## src/rtl/ysyx_25040111_axi_pkg.sv

```systemverilog
// Constants and FSM state type shared by the cache-side AXI read and write paths.
// The encodings are the AXI4 field values the burst engines drive and check.
package ysyx_25040111_axi_pkg;

    localparam logic [1:0] BURST_INCR = 2'b01;
    localparam logic [2:0] SIZE_4B    = 3'b010;
    localparam logic [1:0] RESP_OKAY  = 2'b00;

    typedef enum logic [1:0] {
        ST_IDLE = 2'd0,
        ST_ADDR = 2'd1,
        ST_DATA = 2'd2
    } rd_state_e;

endpackage

```

## src/rtl/ysyx_25040111_cache_axi_rd_if.sv

```systemverilog
// AXI4 read address and read data channels between the refill engine and memory.
// The master modport is the refill engine; the slave modport is the memory side.
interface ysyx_25040111_cache_axi_rd_if;
    logic        arvalid;
    logic        arready;
    logic [31:0] araddr;
    logic [3:0]  arid;
    logic [7:0]  arlen;
    logic [2:0]  arsize;
    logic [1:0]  arburst;
    logic        rvalid;
    logic        rready;
    logic [31:0] rdata;
    logic [1:0]  rresp;
    logic        rlast;
    logic [3:0]  rid;

    modport master (
        output arvalid, araddr, arid, arlen, arsize, arburst, rready,
        input  arready, rvalid, rdata, rresp, rlast, rid
    );

    modport slave (
        input  arvalid, araddr, arid, arlen, arsize, arburst, rready,
        output arready, rvalid, rdata, rresp, rlast, rid
    );
endinterface

```

## src/rtl/ysyx_25040111_req_slot.sv

```systemverilog
// One-entry {addr,len} holding register; push wins over pop, so push+pop reloads it.
// Contents are visible the cycle after push; the caller must not push while full without popping.
module ysyx_25040111_req_slot (
    input  logic        clock,
    input  logic        reset,
    input  logic        push_i,
    input  logic        pop_i,
    input  logic [31:0] addr_i,
    input  logic [7:0]  len_i,
    output logic        full_o,
    output logic [31:0] addr_o,
    output logic [7:0]  len_o
);
    logic        full_q, full_d;
    logic [31:0] addr_q, addr_d;
    logic [7:0]  len_q, len_d;

    always_comb begin
        full_d = full_q;
        addr_d = addr_q;
        len_d  = len_q;
        if (push_i) begin
            full_d = 1'b1;
            addr_d = addr_i;
            len_d  = len_i;
        end else if (pop_i) begin
            full_d = 1'b0;
        end
    end

    always_ff @(posedge clock) begin
        if (reset) begin
            full_q <= 1'b0;
            addr_q <= '0;
            len_q  <= '0;
        end else begin
            full_q <= full_d;
            addr_q <= addr_d;
            len_q  <= len_d;
        end
    end

    assign full_o = full_q;
    assign addr_o = addr_q;
    assign len_o  = len_q;
endmodule

```

## src/rtl/ysyx_25040111_cache_axi_rd.sv

```systemverilog
// Cache refill responder: one request becomes one AXI4 INCR read burst; each R beat returns as a rok pulse.
// Request-to-AR 1 cycle, R-handshake-to-rok 1 cycle; one extra request is held while a burst is in flight.
module ysyx_25040111_cache_axi_rd
    import ysyx_25040111_axi_pkg::*;
#(
    parameter logic [3:0]  AXI_ID  = 4'h0,
    parameter int unsigned MAX_LEN = 15
) (
    input  logic        clock,
    input  logic        reset,
    input  logic        rstart,
    input  logic [31:0] raddr,
    input  logic [7:0]  rlen,
    output logic        rok,
    output logic [31:0] rdata,
    output logic        busy,
    output logic        err,
    ysyx_25040111_cache_axi_rd_if.master io_master
);
    localparam logic [7:0] MAX_LEN_B = 8'(MAX_LEN);

    rd_state_e   state_q, state_d;
    logic [31:0] araddr_q, araddr_d;
    logic [7:0]  arlen_q, arlen_d;
    logic [7:0]  cnt_q, cnt_d;
    logic        rok_q, rok_d;
    logic [31:0] rdata_q, rdata_d;
    logic        err_q, err_d;

    logic        slot_push, slot_pop, slot_full;
    logic [31:0] slot_addr;
    logic [7:0]  slot_len;

    logic        r_hs, last_hs, clamp;
    logic [7:0]  req_len;

    assign r_hs    = (state_q == ST_DATA) && io_master.rvalid;
    assign last_hs = r_hs && io_master.rlast;
    assign clamp   = rlen > MAX_LEN_B;
    assign req_len = clamp ? MAX_LEN_B : rlen;

    always_comb begin
        state_d   = state_q;
        araddr_d  = araddr_q;
        arlen_d   = arlen_q;
        cnt_d     = cnt_q;
        err_d     = err_q;
        slot_push = 1'b0;
        slot_pop  = 1'b0;
        rok_d     = r_hs;
        rdata_d   = r_hs ? io_master.rdata : rdata_q;

        if (rstart && clamp) err_d = 1'b1;

        // The closing beat's cycle handles rstart itself below, so the slot may be reloaded there.
        if (rstart && (state_q != ST_IDLE) && !last_hs) begin
            if (slot_full) err_d = 1'b1;
            else           slot_push = 1'b1;
        end

        case (state_q)
            ST_IDLE: begin
                if (rstart) begin
                    araddr_d = raddr;
                    arlen_d  = req_len;
                    state_d  = ST_ADDR;
                end
            end
            ST_ADDR: begin
                if (io_master.arready) begin
                    cnt_d   = '0;
                    state_d = ST_DATA;
                end
            end
            ST_DATA: begin
                if (r_hs) begin
                    cnt_d = cnt_q + 8'd1;
                    if ((io_master.rresp != RESP_OKAY) || (io_master.rid != AXI_ID)) err_d = 1'b1;
                    if (io_master.rlast != (cnt_q == arlen_q)) err_d = 1'b1;
                    if (io_master.rlast) begin
                        if (slot_full) begin
                            araddr_d  = slot_addr;
                            arlen_d   = slot_len;
                            slot_pop  = 1'b1;
                            slot_push = rstart;
                            state_d   = ST_ADDR;
                        end else if (rstart) begin
                            araddr_d = raddr;
                            arlen_d  = req_len;
                            state_d  = ST_ADDR;
                        end else begin
                            state_d = ST_IDLE;
                        end
                    end
                end
            end
            default: state_d = ST_IDLE;
        endcase
    end

    always_ff @(posedge clock) begin
        if (reset) begin
            state_q  <= ST_IDLE;
            araddr_q <= '0;
            arlen_q  <= '0;
            cnt_q    <= '0;
            rok_q    <= 1'b0;
            rdata_q  <= '0;
            err_q    <= 1'b0;
        end else begin
            state_q  <= state_d;
            araddr_q <= araddr_d;
            arlen_q  <= arlen_d;
            cnt_q    <= cnt_d;
            rok_q    <= rok_d;
            rdata_q  <= rdata_d;
            err_q    <= err_d;
        end
    end

    ysyx_25040111_req_slot u_slot (
        .clock  (clock),
        .reset  (reset),
        .push_i (slot_push),
        .pop_i  (slot_pop),
        .addr_i (raddr),
        .len_i  (req_len),
        .full_o (slot_full),
        .addr_o (slot_addr),
        .len_o  (slot_len)
    );

    assign io_master.arvalid = (state_q == ST_ADDR);
    assign io_master.araddr  = araddr_q;
    assign io_master.arid    = AXI_ID;
    assign io_master.arlen   = arlen_q;
    assign io_master.arsize  = SIZE_4B;
    assign io_master.arburst = BURST_INCR;
    assign io_master.rready  = (state_q == ST_DATA);

    assign rok   = rok_q;
    assign rdata = rdata_q;
    assign err   = err_q;
    assign busy  = (state_q != ST_IDLE) || slot_full;
endmodule

```

## src/flat_wrapper.sv

```systemverilog
// flat-port wrapper written by rule: the top's interface ports become plain ports
module ysyx_25040111_cache_axi_rd_flat import ysyx_25040111_axi_pkg::*;
#(
    parameter logic [3:0]  AXI_ID  = 4'h0,
    parameter int unsigned MAX_LEN = 15
)
  (clock, reset, rstart, raddr, rlen, rok, rdata, busy, err, io_master_arvalid, io_master_araddr, io_master_arid, io_master_arlen, io_master_arsize, io_master_arburst, io_master_rready, io_master_arready, io_master_rvalid, io_master_rdata, io_master_rresp, io_master_rlast, io_master_rid);
  ysyx_25040111_cache_axi_rd_if io_master_i ();
  input  logic clock;
  input  logic reset;
  input  logic rstart;
  input  logic [31:0] raddr;
  input  logic [7:0] rlen;
  output logic rok;
  output logic [31:0] rdata;
  output logic busy;
  output logic err;
  output wire logic [$bits(io_master_i.arvalid)-1:0] io_master_arvalid;
  output wire logic [$bits(io_master_i.araddr)-1:0] io_master_araddr;
  output wire logic [$bits(io_master_i.arid)-1:0] io_master_arid;
  output wire logic [$bits(io_master_i.arlen)-1:0] io_master_arlen;
  output wire logic [$bits(io_master_i.arsize)-1:0] io_master_arsize;
  output wire logic [$bits(io_master_i.arburst)-1:0] io_master_arburst;
  output wire logic [$bits(io_master_i.rready)-1:0] io_master_rready;
  input wire logic [$bits(io_master_i.arready)-1:0] io_master_arready;
  input wire logic [$bits(io_master_i.rvalid)-1:0] io_master_rvalid;
  input wire logic [$bits(io_master_i.rdata)-1:0] io_master_rdata;
  input wire logic [$bits(io_master_i.rresp)-1:0] io_master_rresp;
  input wire logic [$bits(io_master_i.rlast)-1:0] io_master_rlast;
  input wire logic [$bits(io_master_i.rid)-1:0] io_master_rid;
  assign io_master_arvalid = io_master_i.arvalid;
  assign io_master_araddr = io_master_i.araddr;
  assign io_master_arid = io_master_i.arid;
  assign io_master_arlen = io_master_i.arlen;
  assign io_master_arsize = io_master_i.arsize;
  assign io_master_arburst = io_master_i.arburst;
  assign io_master_rready = io_master_i.rready;
  assign io_master_i.arready = io_master_arready;
  assign io_master_i.rvalid = io_master_rvalid;
  assign io_master_i.rdata = io_master_rdata;
  assign io_master_i.rresp = io_master_rresp;
  assign io_master_i.rlast = io_master_rlast;
  assign io_master_i.rid = io_master_rid;
  ysyx_25040111_cache_axi_rd #(.AXI_ID(AXI_ID), .MAX_LEN(MAX_LEN)) u_core (.clock(clock), .reset(reset), .rstart(rstart), .raddr(raddr), .rlen(rlen), .rok(rok), .rdata(rdata), .busy(busy), .err(err), .io_master(io_master_i));
endmodule
```

## config.mk

```make
export PLATFORM = sky130hd
export DESIGN_NAME = ysyx_25040111_cache_axi_rd_flat
export DESIGN_NICKNAME = d
export VERILOG_FILES = /design/src/rtl/ysyx_25040111_axi_pkg.sv /design/src/rtl/ysyx_25040111_cache_axi_rd_if.sv /design/src/rtl/ysyx_25040111_req_slot.sv /design/src/rtl/ysyx_25040111_cache_axi_rd.sv /design/src/flat_wrapper.sv
export SDC_FILE = /design/constraint.sdc
export NUM_CORES = 1
export LEC_CHECK = 0
export BUFFER_PORTS_ARGS = -buffer_cell sky130_fd_sc_hd__buf_2
export CAP_MARGIN = 0
export CORE_MARGIN = 2
export CORE_UTILIZATION = 49
export DETAILED_ROUTE_END_ITERATION = 10
export GPL_TIMING_DRIVEN = 0
export PLACE_DENSITY_LB_ADDON = 0.15
export SKIP_LAST_GASP = 1
export SLEW_MARGIN = 10
export SYNTH_ARGS = -nofsm -noshare
export SYNTH_HDL_FRONTEND = slang
export SYNTH_SLANG_ARGS = --single-unit
```

## constraint.sdc

```tcl
create_clock -name clock -period 2.1 [get_ports clock]
set_input_delay 0.105 -clock clock [delete_from_list [all_inputs] [get_ports clock]]
set_output_delay 0.105 -clock clock [all_outputs]
set_load 0.01 [all_outputs]
```

==> reports/qor.txt <==
Synth warnings: 0
H-tree Lvls: 4
Synth Area in Compound Gates: 0.114
synthesized cell area: 5190 sq um
area delta synth->final: 44.7%
Max VDD drop: 0.000500 V
clk slew on worst S/H paths: 0.06 ns
Worst-Margin Slew: 0.788 ns
post-CTS setup repair buffer count: 0
Initial Util: 0.503
Post-Synth Simple-Gate Area: 0.311
Final nets: 958
CTS Buffer Depth: 2
Area after DPL: 6180 sq um
clock tree from TritonCTS: done
Clk Latency, worst-skew pair: 0.52 ns
drc violations: 0
hold crit path type: primary input to register
Synth Instances: 614
vias per cell: 5.09
Reg2Reg Depth: 5
slowest CP cell: clkbuf_1
Rel. slew slack: 0.475
reg2reg end: u_core.io_master.araddr[9]
clock sink count: 125
Clock Skew: 0.0117 ns
Resize count post-CTS: 0
Crit Path Class: register to register
maxcap violations: 0
Post-synth EDFFs: 0
Fin. Hold Viols: 0
Critical Path Start: u_core.state_q[0]
row cnt: 37
drt total wl: 15.0 mm
Synth Area in XOR/XNOR: 0.0253
largest net degree at the start of global routing: 17
Die W: 107 um
Layout Utilization: 0.728
P_leak: 3.23 nW
hold depth: 3
share of the synthesized area in the top cell type: 0.482
Synth top cells by count: nand2_1, dfxtp_1, nor2_1, a21oi_1, nor4_2
GRT overflow: 0
combinational family with the most area after synthesis: simple AND/OR/NAND/NOR gates
flop2flop setup slack: 0.15 ns
final worst path period share: 0.929
flops & latches, synth: 125
Fmax achieved: 513 MHz
sequential element share of the synthesized area: 0.482
max-slew violation count: 0
Routed Antenna Nets: 0
top cells by area, synth: dfxtp_1, nand2_1, nor2_1, nor4_2, a21oi_2
height of the chip: 107 um
crit path capture type: register
initial antenna violation count: 0
drt first pass iters: 5
worst path required time: 2.52 ns
share of cells above drive strength 1: 0.316
number of buffers added on ports: 159
outcome: finished clean
Core Area: 10300 sq um
Cell variety after synth: 36
crit-path cells: inv_1 -> nand3_1 -> clkbuf_1 -> nor2_1 -> nor4_2
IO Pins: 170
die area: 11400 sq um
WL per Instance: 14.6 um
worst-path fanout max: 10
CTS buffer count: 17
Hold Path End: u_core.u_slot.len_o[7]
CP Data Arrival Time: 2.37 ns
Antenna Diode Count: 0
Slowest Stage Delay on Critical Path: 0.47 ns
vias in the first global route: 5014
Post-Synth Adder-Cell Area: 0.00241
RSZ-0062 raised after global routing: no
drt first-iter violations: 286
CP Launch Type: register
Filler Cells Inserted: 767
Worst Hold Margin: 0.215 ns
min-delay src: reset
Final Setup Violations: 0
reg2reg start: u_core.state_q[0]
via count: 5205
All-Layer GR Usage: 0.263
mux cell area share after synthesis: 0
fin area: 7510 sq um
area leader, netlist: dfxtp_1
final setup TNS: 0 ns
CTS root buffer: clkbuf_8
global-route wire length before repair: 23.6 mm
final RePlAce weighted congestion: 0.875
dominant synthesized flop cell: dfxtp_1
PD cells: 834 nW/um^2
DP HPWL: 9.78 mm
Post-CTS Hold Buffers: 74
most frequent cell after synthesis: nand2_1
Mean Syn Cell Area: 8.45 sq um
ys async rst share: 0
Final Critical Period: 1.95 ns
routing by layer:
layer | track usage | wire length (um) | share of wire | vias up
met5 | 0 | 0 | 0 | -
met4 | 0.116 | 427 | 0.029 | 0
met3 | 0.0711 | 939 | 0.063 | 39
met2 | 0.456 | 7470 | 0.50 | 195
met1 | 0.303 | 6110 | 0.41 | 2439
li1 | - | - | - | 2532
registers in the layout, indices dropped and copies added, names as in the netlist:
register                 flops
u_core.io_master.araddr     32
u_core.rdata                32
u_core.u_slot.addr_o        32
u_core.cnt_q                 8
u_core.io_master.arlen       8
u_core.u_slot.len_o          8
u_core.state_q               2
u_core.err                   1
u_core.rok                   1
u_core.u_slot.full_o         1
power breakdown:
| group | total [mW] | internal [mW] | switching [mW] |
|---|---|---|---|
| clock | 2.89 | 1.81 | 1.08 |
| combinational | 0.813 | 0.381 | 0.432 |
| sequential | 2.56 | 2.49 | 0.0716 |
worst max path at each step:
| stage | slack, ns | cells past startpoint | to |
|---|---|---|---|
| after global routing | 0.06 | 5 | u_core.io_master.araddr[12] |
| after CTS | 0.18 | 7 | u_core.io_master.araddr[14] |
| after detailed placement | 0.19 | 7 | u_core.io_master.araddr[14] |
| after global placement | 0.16 | 4 | u_core.state_q[0] |
| after floorplan | 0.44 | 10 | u_core.io_master.araddr[10] |
| final | 0.15 | 5 | u_core.io_master.araddr[9] |
final cells by class:
type                       instances  area (sq um)  share of cell area
clock buffer                      18           418              0.0556
multi-input combinational        444          2380               0.317
clock inverter                    14           170              0.0227
buffer                            50           327              0.0435
tap                              136           170              0.0227
inverter                           2          7.51             0.00100
sequential                       125          2500               0.333
timing repair buffer             233          1540               0.205
worst max-delay path, delay by kind of cell, from the launching register on:
kind          cells  cell delay [ns]
flops             1             0.46
simple gates      3             0.78
buf+inv           2             0.61
cell usage in the layout, fill, tap and decap left out, types with 3 or more instances in the layout:
cell type	netlist	routed
buf_2	3	162
nand3_1	4	4
nand2_1	132	132
bufinv_16	0	3
dfxtp_1	125	125
dlygate4sd3_1	0	74
clkbuf_16	0	16
clkinv_2	0	3
clkinv_4	0	3
conb_1	2	9
nand4_1	5	5
a21oi_2	29	29
a22oi_1	5	5
a21oi_1	44	44
nor4_1	7	7
buf_6	13	13
nor4_2	30	30
nor3_1	12	12
xor2_1	5	5
and2_1	5	5
clkinvlp_4	0	4
xnor2_1	10	10
buf_4	10	10
clkbuf_1	24	25
nor2_1	125	125
o21ai_0	3	3
kinds of logic after synthesis:
logic type,count (synthesis)
compound gates,88
fa+ha+maj,1
xor+xnor,15
flops,125
other cells,2
buf+inv,52
simple gates,331
stage by stage:
stage / instances / setup slack [ns] / power, mW
6_report: 1022 / 0.149 / 6.26
5_1_grt: 1022 / 0.0578 / 6.49
4_1_cts: 1022 / 0.178 / 6.29
3_5_place_dp: 916 / 0.188 / 3.31
3_3_place_gp: 916 / 0.159 / 3.29
2_1_floorplan: 621 / 0.441 / 3.03
(Power assumes the default switching activity.)
